<file path="config.mk">
export PLATFORM = sky130hd
export DESIGN_NAME = lstm_step_sched
export DESIGN_NICKNAME = d
export VERILOG_FILES = /design/src/rtl/lstm_ctrl_pkg.sv /design/src/rtl/lstm_phase_cnt.sv /design/src/rtl/lstm_step_sched.sv
export SDC_FILE = /design/constraint.sdc
export NUM_CORES = 1
export LEC_CHECK = 0
export BUFFER_PORTS_ARGS = -buffer_cell sky130_fd_sc_hd__buf_2
export CELL_PAD_IN_SITES_DETAIL_PLACEMENT = 1
export CELL_PAD_IN_SITES_GLOBAL_PLACEMENT = 2
export CORE_MARGIN = 2
export CORE_UTILIZATION = 40
export DETAILED_ROUTE_END_ITERATION = 10
export HOLD_SLACK_MARGIN = 0.06
export PLACE_DENSITY_LB_ADDON = 0.1
export SLEW_MARGIN = 20
export SYNTH_ARGS = -nofsm -noshare
export SYNTH_HDL_FRONTEND = slang
export SYNTH_SLANG_ARGS = --single-unit
</file>
<file path="constraint.sdc">
create_clock -name clk -period 4.37 [get_ports clk]
set_clock_uncertainty 0.15 [all_clocks]
set_input_delay 0.874 -clock clk [delete_from_list [all_inputs] [get_ports clk]]
set_output_delay 0.874 -clock clk [all_outputs]
set_load 0.1 [all_outputs]
</file>
<file path="src/rtl/lstm_ctrl_pkg.sv">
// Shared LSTM layer control definitions: scheduler states and the
// default layer geometry used by the buffers and address generators.
package lstm_ctrl_pkg;

   typedef enum logic [2:0] {
      S_IDLE,
      S_X,
      S_H,
      S_DRAIN,
      S_UPD,
      S_DONE
   } state_t;

   localparam int LSTM_X_LEN    = 53;
   localparam int LSTM_H_LEN    = 53;
   localparam int LSTM_TIMESTEP = 7;

endpackage

</file>
<file path="src/rtl/lstm_phase_cnt.sv">
// Loadable down-counter that only moves when not stalled; tc flags the
// last cycle of a phase.
module lstm_phase_cnt #(
   parameter int W = 12
) (
   input  logic         clk,
   input  logic         rst,
   input  logic         load,
   input  logic [W-1:0] load_val,
   input  logic         dec,
   output logic         tc
);

   logic [W-1:0] cnt;

   always_ff @(posedge clk or posedge rst) begin
      if (rst) begin
         cnt <= '0;
      end else if (load) begin
         cnt <= load_val;
      end else if (dec && cnt != '0) begin
         cnt <= cnt - 1'b1;
      end
   end

   assign tc = (cnt == '0);

endmodule

</file>
<file path="src/rtl/lstm_step_sched.sv">
// Timestep scheduler: sequences x/h buffer reads, pipeline drain and
// the cell-update window for every timestep of an LSTM sequence.
module lstm_step_sched
   import lstm_ctrl_pkg::*;
#(
   parameter int ADDR_WIDTH = 12,
   parameter int X_LEN      = LSTM_X_LEN,
   parameter int H_LEN      = LSTM_H_LEN,
   parameter int TIMESTEP   = LSTM_TIMESTEP,
   parameter int DELAY      = 1,
   parameter int UPD_CYC    = 4,
   parameter int TS_WIDTH   = 3
) (
   input  logic                  clk,
   input  logic                  rst,
   input  logic                  i_start,
   input  logic                  i_stall,
   output logic                  o_busy,
   output logic                  o_done,
   output logic                  o_en_x,
   output logic [ADDR_WIDTH-1:0] o_addr_x,
   output logic                  o_en_h,
   output logic [ADDR_WIDTH-1:0] o_addr_h,
   output logic                  o_acc_clr,
   output logic                  o_upd,
   output logic [TS_WIDTH-1:0]   o_timestep
);

   localparam int AW       = ADDR_WIDTH;
   localparam int CW       = 16;
   localparam int DELAY_M1 = (DELAY == 0) ? 0 : DELAY - 1;
   localparam state_t EXIT_ST  = (DELAY == 0) ? S_UPD : S_DRAIN;
   localparam logic   EXIT_UPD = (DELAY == 0);

   state_t              state;
   logic [AW-1:0]       x_base;
   logic [AW-1:0]       h_base;
   logic [TS_WIDTH-1:0] ts;

   logic          run;
   logic          idx_tc, cnt_tc;
   logic          x_last, h_last, io_exit;
   logic          drain_last, upd_last, seq_last;
   logic          idx_load, idx_dec;
   logic [AW-1:0] idx_val;
   logic          cnt_load, cnt_dec;
   logic [CW-1:0] cnt_val;

   assign run        = ~i_stall;
   assign x_last     = (state == S_X) && run && idx_tc;
   assign h_last     = (state == S_H) && run && idx_tc;
   assign io_exit    = (x_last && ts == '0) || h_last;
   assign drain_last = (state == S_DRAIN) && run && cnt_tc;
   assign upd_last   = (state == S_UPD) && run && cnt_tc;
   assign seq_last   = (ts == TS_WIDTH'(TIMESTEP - 1));

   assign idx_load = (state == S_IDLE && i_start)
                   || (x_last && ts != '0)
                   || (upd_last && !seq_last);
   assign idx_val  = (state == S_X) ? AW'(H_LEN - 1) : AW'(X_LEN - 1);
   assign idx_dec  = ((state == S_X) || (state == S_H)) && run;

   // The X/H exit loads the drain length, or the update length when
   // there is no drain phase.
   assign cnt_load = io_exit || drain_last;
   assign cnt_val  = (io_exit && DELAY != 0) ? CW'(DELAY_M1)
                                             : CW'(UPD_CYC - 1);
   assign cnt_dec  = ((state == S_DRAIN) || (state == S_UPD)) && run;

   lstm_phase_cnt #(.W(AW)) u_idx (
      .clk      (clk),
      .rst      (rst),
      .load     (idx_load),
      .load_val (idx_val),
      .dec      (idx_dec),
      .tc       (idx_tc)
   );

   lstm_phase_cnt #(.W(CW)) u_cnt (
      .clk      (clk),
      .rst      (rst),
      .load     (cnt_load),
      .load_val (cnt_val),
      .dec      (cnt_dec),
      .tc       (cnt_tc)
   );

   assign o_en_x     = (state == S_X) && run;
   assign o_en_h     = (state == S_H) && run;
   assign o_timestep = ts;

   always_ff @(posedge clk or posedge rst) begin
      if (rst) begin
         state     <= S_IDLE;
         ts        <= '0;
         x_base    <= '0;
         h_base    <= '0;
         o_addr_x  <= '0;
         o_addr_h  <= '0;
         o_busy    <= 1'b0;
         o_done    <= 1'b0;
         o_acc_clr <= 1'b0;
         o_upd     <= 1'b0;
      end else begin
         o_acc_clr <= 1'b0;
         o_done    <= 1'b0;
         unique case (state)
            S_IDLE: begin
               if (i_start) begin
                  state     <= S_X;
                  ts        <= '0;
                  x_base    <= '0;
                  h_base    <= '0;
                  o_addr_x  <= '0;
                  o_acc_clr <= 1'b1;
                  o_busy    <= 1'b1;
               end
            end
            S_X: begin
               if (x_last) begin
                  if (ts == '0) begin
                     state <= EXIT_ST;
                     o_upd <= EXIT_UPD;
                  end else begin
                     state    <= S_H;
                     o_addr_h <= h_base;
                  end
               end else if (run) begin
                  o_addr_x <= o_addr_x + 1'b1;
               end
            end
            S_H: begin
               if (h_last) begin
                  state <= EXIT_ST;
                  o_upd <= EXIT_UPD;
               end else if (run) begin
                  o_addr_h <= o_addr_h + 1'b1;
               end
            end
            S_DRAIN: begin
               if (drain_last) begin
                  state <= S_UPD;
                  o_upd <= 1'b1;
               end
            end
            S_UPD: begin
               if (upd_last) begin
                  o_upd <= 1'b0;
                  if (seq_last) begin
                     state  <= S_DONE;
                     o_done <= 1'b1;
                  end else begin
                     state     <= S_X;
                     ts        <= ts + 1'b1;
                     h_base    <= (ts == '0) ? '0 : h_base + AW'(H_LEN);
                     x_base    <= x_base + AW'(X_LEN);
                     o_addr_x  <= x_base + AW'(X_LEN);
                     o_acc_clr <= 1'b1;
                  end
               end
            end
            S_DONE: begin
               state    <= S_IDLE;
               o_busy   <= 1'b0;
               ts       <= '0;
               o_addr_x <= '0;
               o_addr_h <= '0;
            end
            default: state <= S_IDLE;
         endcase
      end
   end

endmodule

</file>
# After elaboration in Yosys (flattened, before gate mapping)
# Index checks and enable logic that the tools add are counted.
# totals
register_bits,86
# classes
n_addsub,7
eq_ne,18
mux,48
bitwise_logic,1
n_reduce_logical,45
# ops
cell,count
$mux W12,14
$pmux W12 S2,2
$pmux W12 S4,1
$pmux W12 S3,1
$mux W16,2
$mux W3,9
$add A12 B1 Y12 const B,2
$add A12 B6 Y12 const B,2
$ne A2 B2 Y1 const B,11
$logic_and A1 B1 Y1,16
$logic_not A16 Y1,1
$reduce_bool A16 Y1,1
$sub A16 B1 Y16 const B,1
$pmux W3 S5,1
$mux W1,13
$logic_not A12 Y1,1
$reduce_and A6 Y1,2
$reduce_bool A12 Y1,1
$sub A12 B1 Y12 const B,1
$reduce_and A5 Y1,2
$eq A3 B3 Y1 const B,3
$pmux W3 S3,1
$reduce_bool A3 Y1,3
$reduce_and A4 Y1,2
other kinds (14),26

# Depth between registers and ports, before layout
# depth
word_depth,7
depth_mapped,10
ltp_nobuf,8

# Cells and area by module
# Synthesis repeated with hierarchy kept, for this count alone.
# unflattened
hier_cells,633
hier_area_um2,5381.4
# modules_own_cells
mod,cells_each,area_per_inst_um2,instances
lstm_step_sched,429,3554.7,1
lstm_phase_cnt at u_cnt,122,1034.7,1
lstm_phase_cnt at u_idx,82,792.0,1

# Least setup slack after synthesis
# No wires, ideal clock.
# synth_path
kind,input to register
start,input i_stall
end,register o_addr_h[4]
t_required_ps,4141
path_buffers,2
arrival_ps,4091
setup_slack_ps,50
setup_ps,79
cell_stages,7
path_cell_list,buf_1 nor3_1 nand2_1 o21ai_2 buf_2 a21oi_1 a21oi_1
# synth_via
elab_chain_len,5
elab_cells_between_ends,9
classes_between,eq/ne (3); bitwise (1); reduce/logical (5)
# synth_rtl
item,line,text
from (decl),lstm_step_sched.sv:17,"input logic i_stall,"
$not A1 Y1,lstm_step_sched.sv:49,assign run = ~i_stall;
$logic_and A1 B1 Y1,n/a,
named net o_en_h,lstm_step_sched.sv:22,"output logic o_en_h,"
$logic_and A1 B1 Y1,lstm_step_sched.sv:51,assign h_last = (state == S_H) && run && idx_tc;
$ne A2 B2 Y1 (no source line),n/a,
$reduce_and A5 Y1 (no source line),n/a,
to (signal assigned),lstm_step_sched.sv:126,o_addr_h <= h_base;
to (signal assigned),lstm_step_sched.sv:137,o_addr_h <= o_addr_h + 1'b1;
to (decl),lstm_step_sched.sv:23,"output logic [ADDR_WIDTH-1:0] o_addr_h,"
# The timed path passes the listed nets, and every way through them passes these cells.
# A chain may end at the register's enable or synchronous reset.

# Final worst setup path
# layout_path
start,register state[0]
end,output o_en_x
# layout_via
elab_chain_len,2
# layout_rtl
item,line,text
from (decl),lstm_step_sched.sv:35,state_t state;
from (signal assigned),lstm_step_sched.sv:94,state <= S_IDLE;
from (signal assigned),lstm_step_sched.sv:110,state <= S_X;
from (signal assigned),lstm_step_sched.sv:122,state <= EXIT_ST;
$eq A3 B1 Y1,lstm_step_sched.sv:88,assign o_en_x = (state == S_X) && run;
$logic_and A1 B1 Y1,lstm_step_sched.sv:88,
to (decl),lstm_step_sched.sv:20,"output logic o_en_x,"
# No other way between the ends.

==> key figures <==
Run status
  – Status: finished, final reports clean

Yosys
  – Ys Warns: 0
  – Mean Syn Cell Area: 8.43 um2
  – Synth Register Bits: 86
  – Largest area contributor in the netlist: dfrtp_1
  – Compound-Gate Fraction of Synth Area: 19.7%
  – Sequential-to-total area share from yosys stat: 43.2%
  – Post-synth top flop: dfrtp_1
  – Count leader, synth: dfrtp_1
  – Post-Synthesis Cells: 591
  – Top-area cell type share of the netlist area: 43.2%
  – Post-synthesis simple-gate area fraction: 24.7%
  – Synth unique cells: 70
  – Adder-cell share of the synthesized area: 2.51%
  – Synth Area in XOR/XNOR: 4.74%
  – Syn nets: 605
  – Async SR Flop Fraction: 100%
  – Post-synth EDFFs: 0
  – Area contributors post-synth: dfrtp_1 43%, o21ai_0 6.6%, nor2_1 6.0%
  – Post-synthesis mux area share: 1.48%
  – Synth Cell Area: 0.00498 mm2
  – Top cells by count, synth: 86 x dfrtp_1, 80 x nor2_1, 70 x nand2_1
  – Largest family of logic cells by synthesized area: simple AND/OR/NAND/NOR gates

Pwr
  – Switching share of total power: 48.8%
  – Leak: 2.49 nW
  – Logic pwr share: 44.2%
  – Sw Pwr: 1.73 mW
  – Peak supply drop: 0.000439 V
  – Clock power frac: 22.1%
  – PwrDens: 635 mW/mm2
  – Pint: 1.82 mW
  – Seq pwr share: 33.7%

Global routing
  – GRT Util Overall: 21.4%
  – Largest net degree at the start of global routing: 56
  – Gr ovfl total: 0
  – Number of global-route vias before repair: 4409
  – Initial antenna violation count: 0
  – First-pass GRT wire length: 22500 um

Die
  – Initial Utilization: 41.2%
  – Die extent in x: 116 um
  – Die area: 0.0134 mm2
  – # rows: 40
  – CORE AREA: 0.0121 mm2
  – Io pins: 37
  – Die Y: 116 um

Timing
  – TNS Setup: 0 ps
  – Finish-stage setup viols: 0
  – RSZ-0062 raised after global routing: false
  – Max-slew headroom: 33.7%
  – Final period util: 79.4%
  – Minimum clock period: 3470 ps
  – Final Slew Violations: 0
  – PnR worst setup slack: 898 ps
  – Fmax: 288 MHz
  – Slew @ Worst Pin: 991 ps
  – Final hold vios: 0
  – WHS: 360 ps

Setup path
  – CP peak stage delay: 690 ps
  – Crit Path Max Fanout: 17
  – Critical path class: flop to output pin
  – Worst flop-to-flop path endpoint: o_addr_h[9]
  – WP data required: 3350 ps
  – Crit. Startpoint: state[0]
  – CP Capture Type: output pin
  – R2r startpoint: u_idx.cnt[0]
  – CP Launch Type: flop
  – FF-to-FF path depth: 8
  – Slowest cell on the critical path: dfrtp_1
  – Crit-path cells: nand2b_1 > or2_2 > nor2_1 > buf_2
  – Worst setup path endpoint: o_en_x
  – R2r setup slk: 1250 ps
  – Critical path arrival: 2450 ps

Drt
  – DRT iter0 DRCs: 213
  – WL per Instance: 17.0 um
  – DRC viols: 0
  – Via/cell ratio: 5.61
  – Via count: 4389
  – Detailed Routing Iterations Pass 1: 4
  – Final ANT Viol Nets: 0
  – WL final: 13300 um

Clock network
  – Hold_buf cts: 0
  – CTS clk-pin slew, worst paths: 60 ps
  – Gates resized, CTS repair: 0
  – Num CTS Buffers: 9
  – CTS H-tree depth: 3
  – Clock tree buffer depth: 2
  – CTS root buf: clkbuf_16
  – CTS tree: built
  – Clk Latency, worst-skew pair: 350 ps
  – # Post-CTS Setup Buffers: 0
  – # clock sinks: 86

Place
  – Port bufs: 36
  – DP HPWL: 9250 um
  – Gp weighted congestion: 0.798
  – Cell Area, Placed: 0.00530 mm2
  – Worst slack, placed: 1140 ps
  – Placed insts: 769

Final layout
  – # nets final: 626
  – ANT cells: 0
  – Syn-to-layout area delta: 12.1%
  – Layout cells sized above 1: 12.0%
  – Cell area after layout: 0.00559 mm2
  – Final Non-Filler Cells: 783
  – Fill count: 1464

Hold path
  – Hold path depth: 1
  – HP Class: flop to flop

Job
  – Max Cap Viol: 0
[worst max-delay path, delay by kind of cell (launching register included)]
kind                   cells  cell delay [ps]
buffers and inverters      1              450
flip-flops                 1              690
AND/OR/NAND/NOR            3              950
[worst min path at each step]
stage | startpoint | end
finish | h_base[11] | h_base[11]
global placement | h_base[11] | h_base[11]
detailed placement | h_base[11] | h_base[11]
floorplan | h_base[11] | h_base[11]
CTS | h_base[11] | h_base[11]
global route | u_cnt.cnt[0] | u_cnt.cnt[0]
[cell families after synthesis]
logic type / Yosys count
simple gates: 251
compound gates: 166
flops: 86
buf+inv: 44
xor+xnor: 27
fa+ha+maj: 10
mux: 7
[layer usage]
| metal | track usage (%) | up-vias | routed length, um |
|---|---|---|---|
| li1 | - | 2138 | - |
| met1 | 29.4 | 2186 | 6410 |
| met2 | 35.0 | 53 | 6430 |
| met3 | 3.77 | 12 | 297 |
| met4 | 5.87 | 0 | 199 |
| met5 | 0 | - | 0 |
[power by group through the flow]
stage	logic, mW	clock network [mW]	registers, mW
global route	1.69	0.837	1.23
detailed placement	1.57	0	1.21
CTS	1.58	0.803	1.20
global placement	1.55	0	1.20
floorplan	0.686	0	1.76
finish	1.57	0.784	1.20
[layout by cell type, fill, tap and decap left out, drive strengths merged, types with 5 or more instances in the layout]
master   n
a31oi    8
o31ai    5
o21ai   67
nand4    5
nor2    81
dfrtp   86
xnor2   15
a21oi   51
ha      10
nand2b   6
and3    15
buf     40
nand2   70
nor4     6
nor2b    6
xor2    12
nor3    15
or3      7
clkbuf  13
nand3   17
inv     14
[flip-flops by register name (all words and copies together), names as in the netlist]
| register | count |
|---|---|
| o_addr_x | 12 |
| u_idx.cnt | 12 |
| o_addr_h | 12 |
| h_base | 12 |
| o_timestep | 3 |
| o_acc_clr | 1 |
| state | 3 |
| o_upd | 1 |
| u_cnt.cnt | 16 |
| x_base | 12 |
| o_done | 1 |
| o_busy | 1 |
[area by class of cell]
type | instances | area, um2 | share of cell area, %
sequential | 86 | 2150 | 38.5
clock buffer | 13 | 260 | 4.66
tap | 168 | 210 | 3.76
multi-input combinational | 461 | 2660 | 47.6
clock inverter | 1 | 30.0 | 0.537
timing repair buffer | 40 | 223 | 3.98
inverter | 14 | 55.1 | 0.985
[per-stage QoR]
stage | util (%) | total power [mW]
global route | 46.2 | 3.76
floorplan | - | 2.45
CTS | 46.1 | 3.58
finish | 46.2 | 3.55
detailed placement | 43.8 | 2.78
global placement | 43.8 | 2.75
No activity file was read; power rests on OpenSTA's default activity.
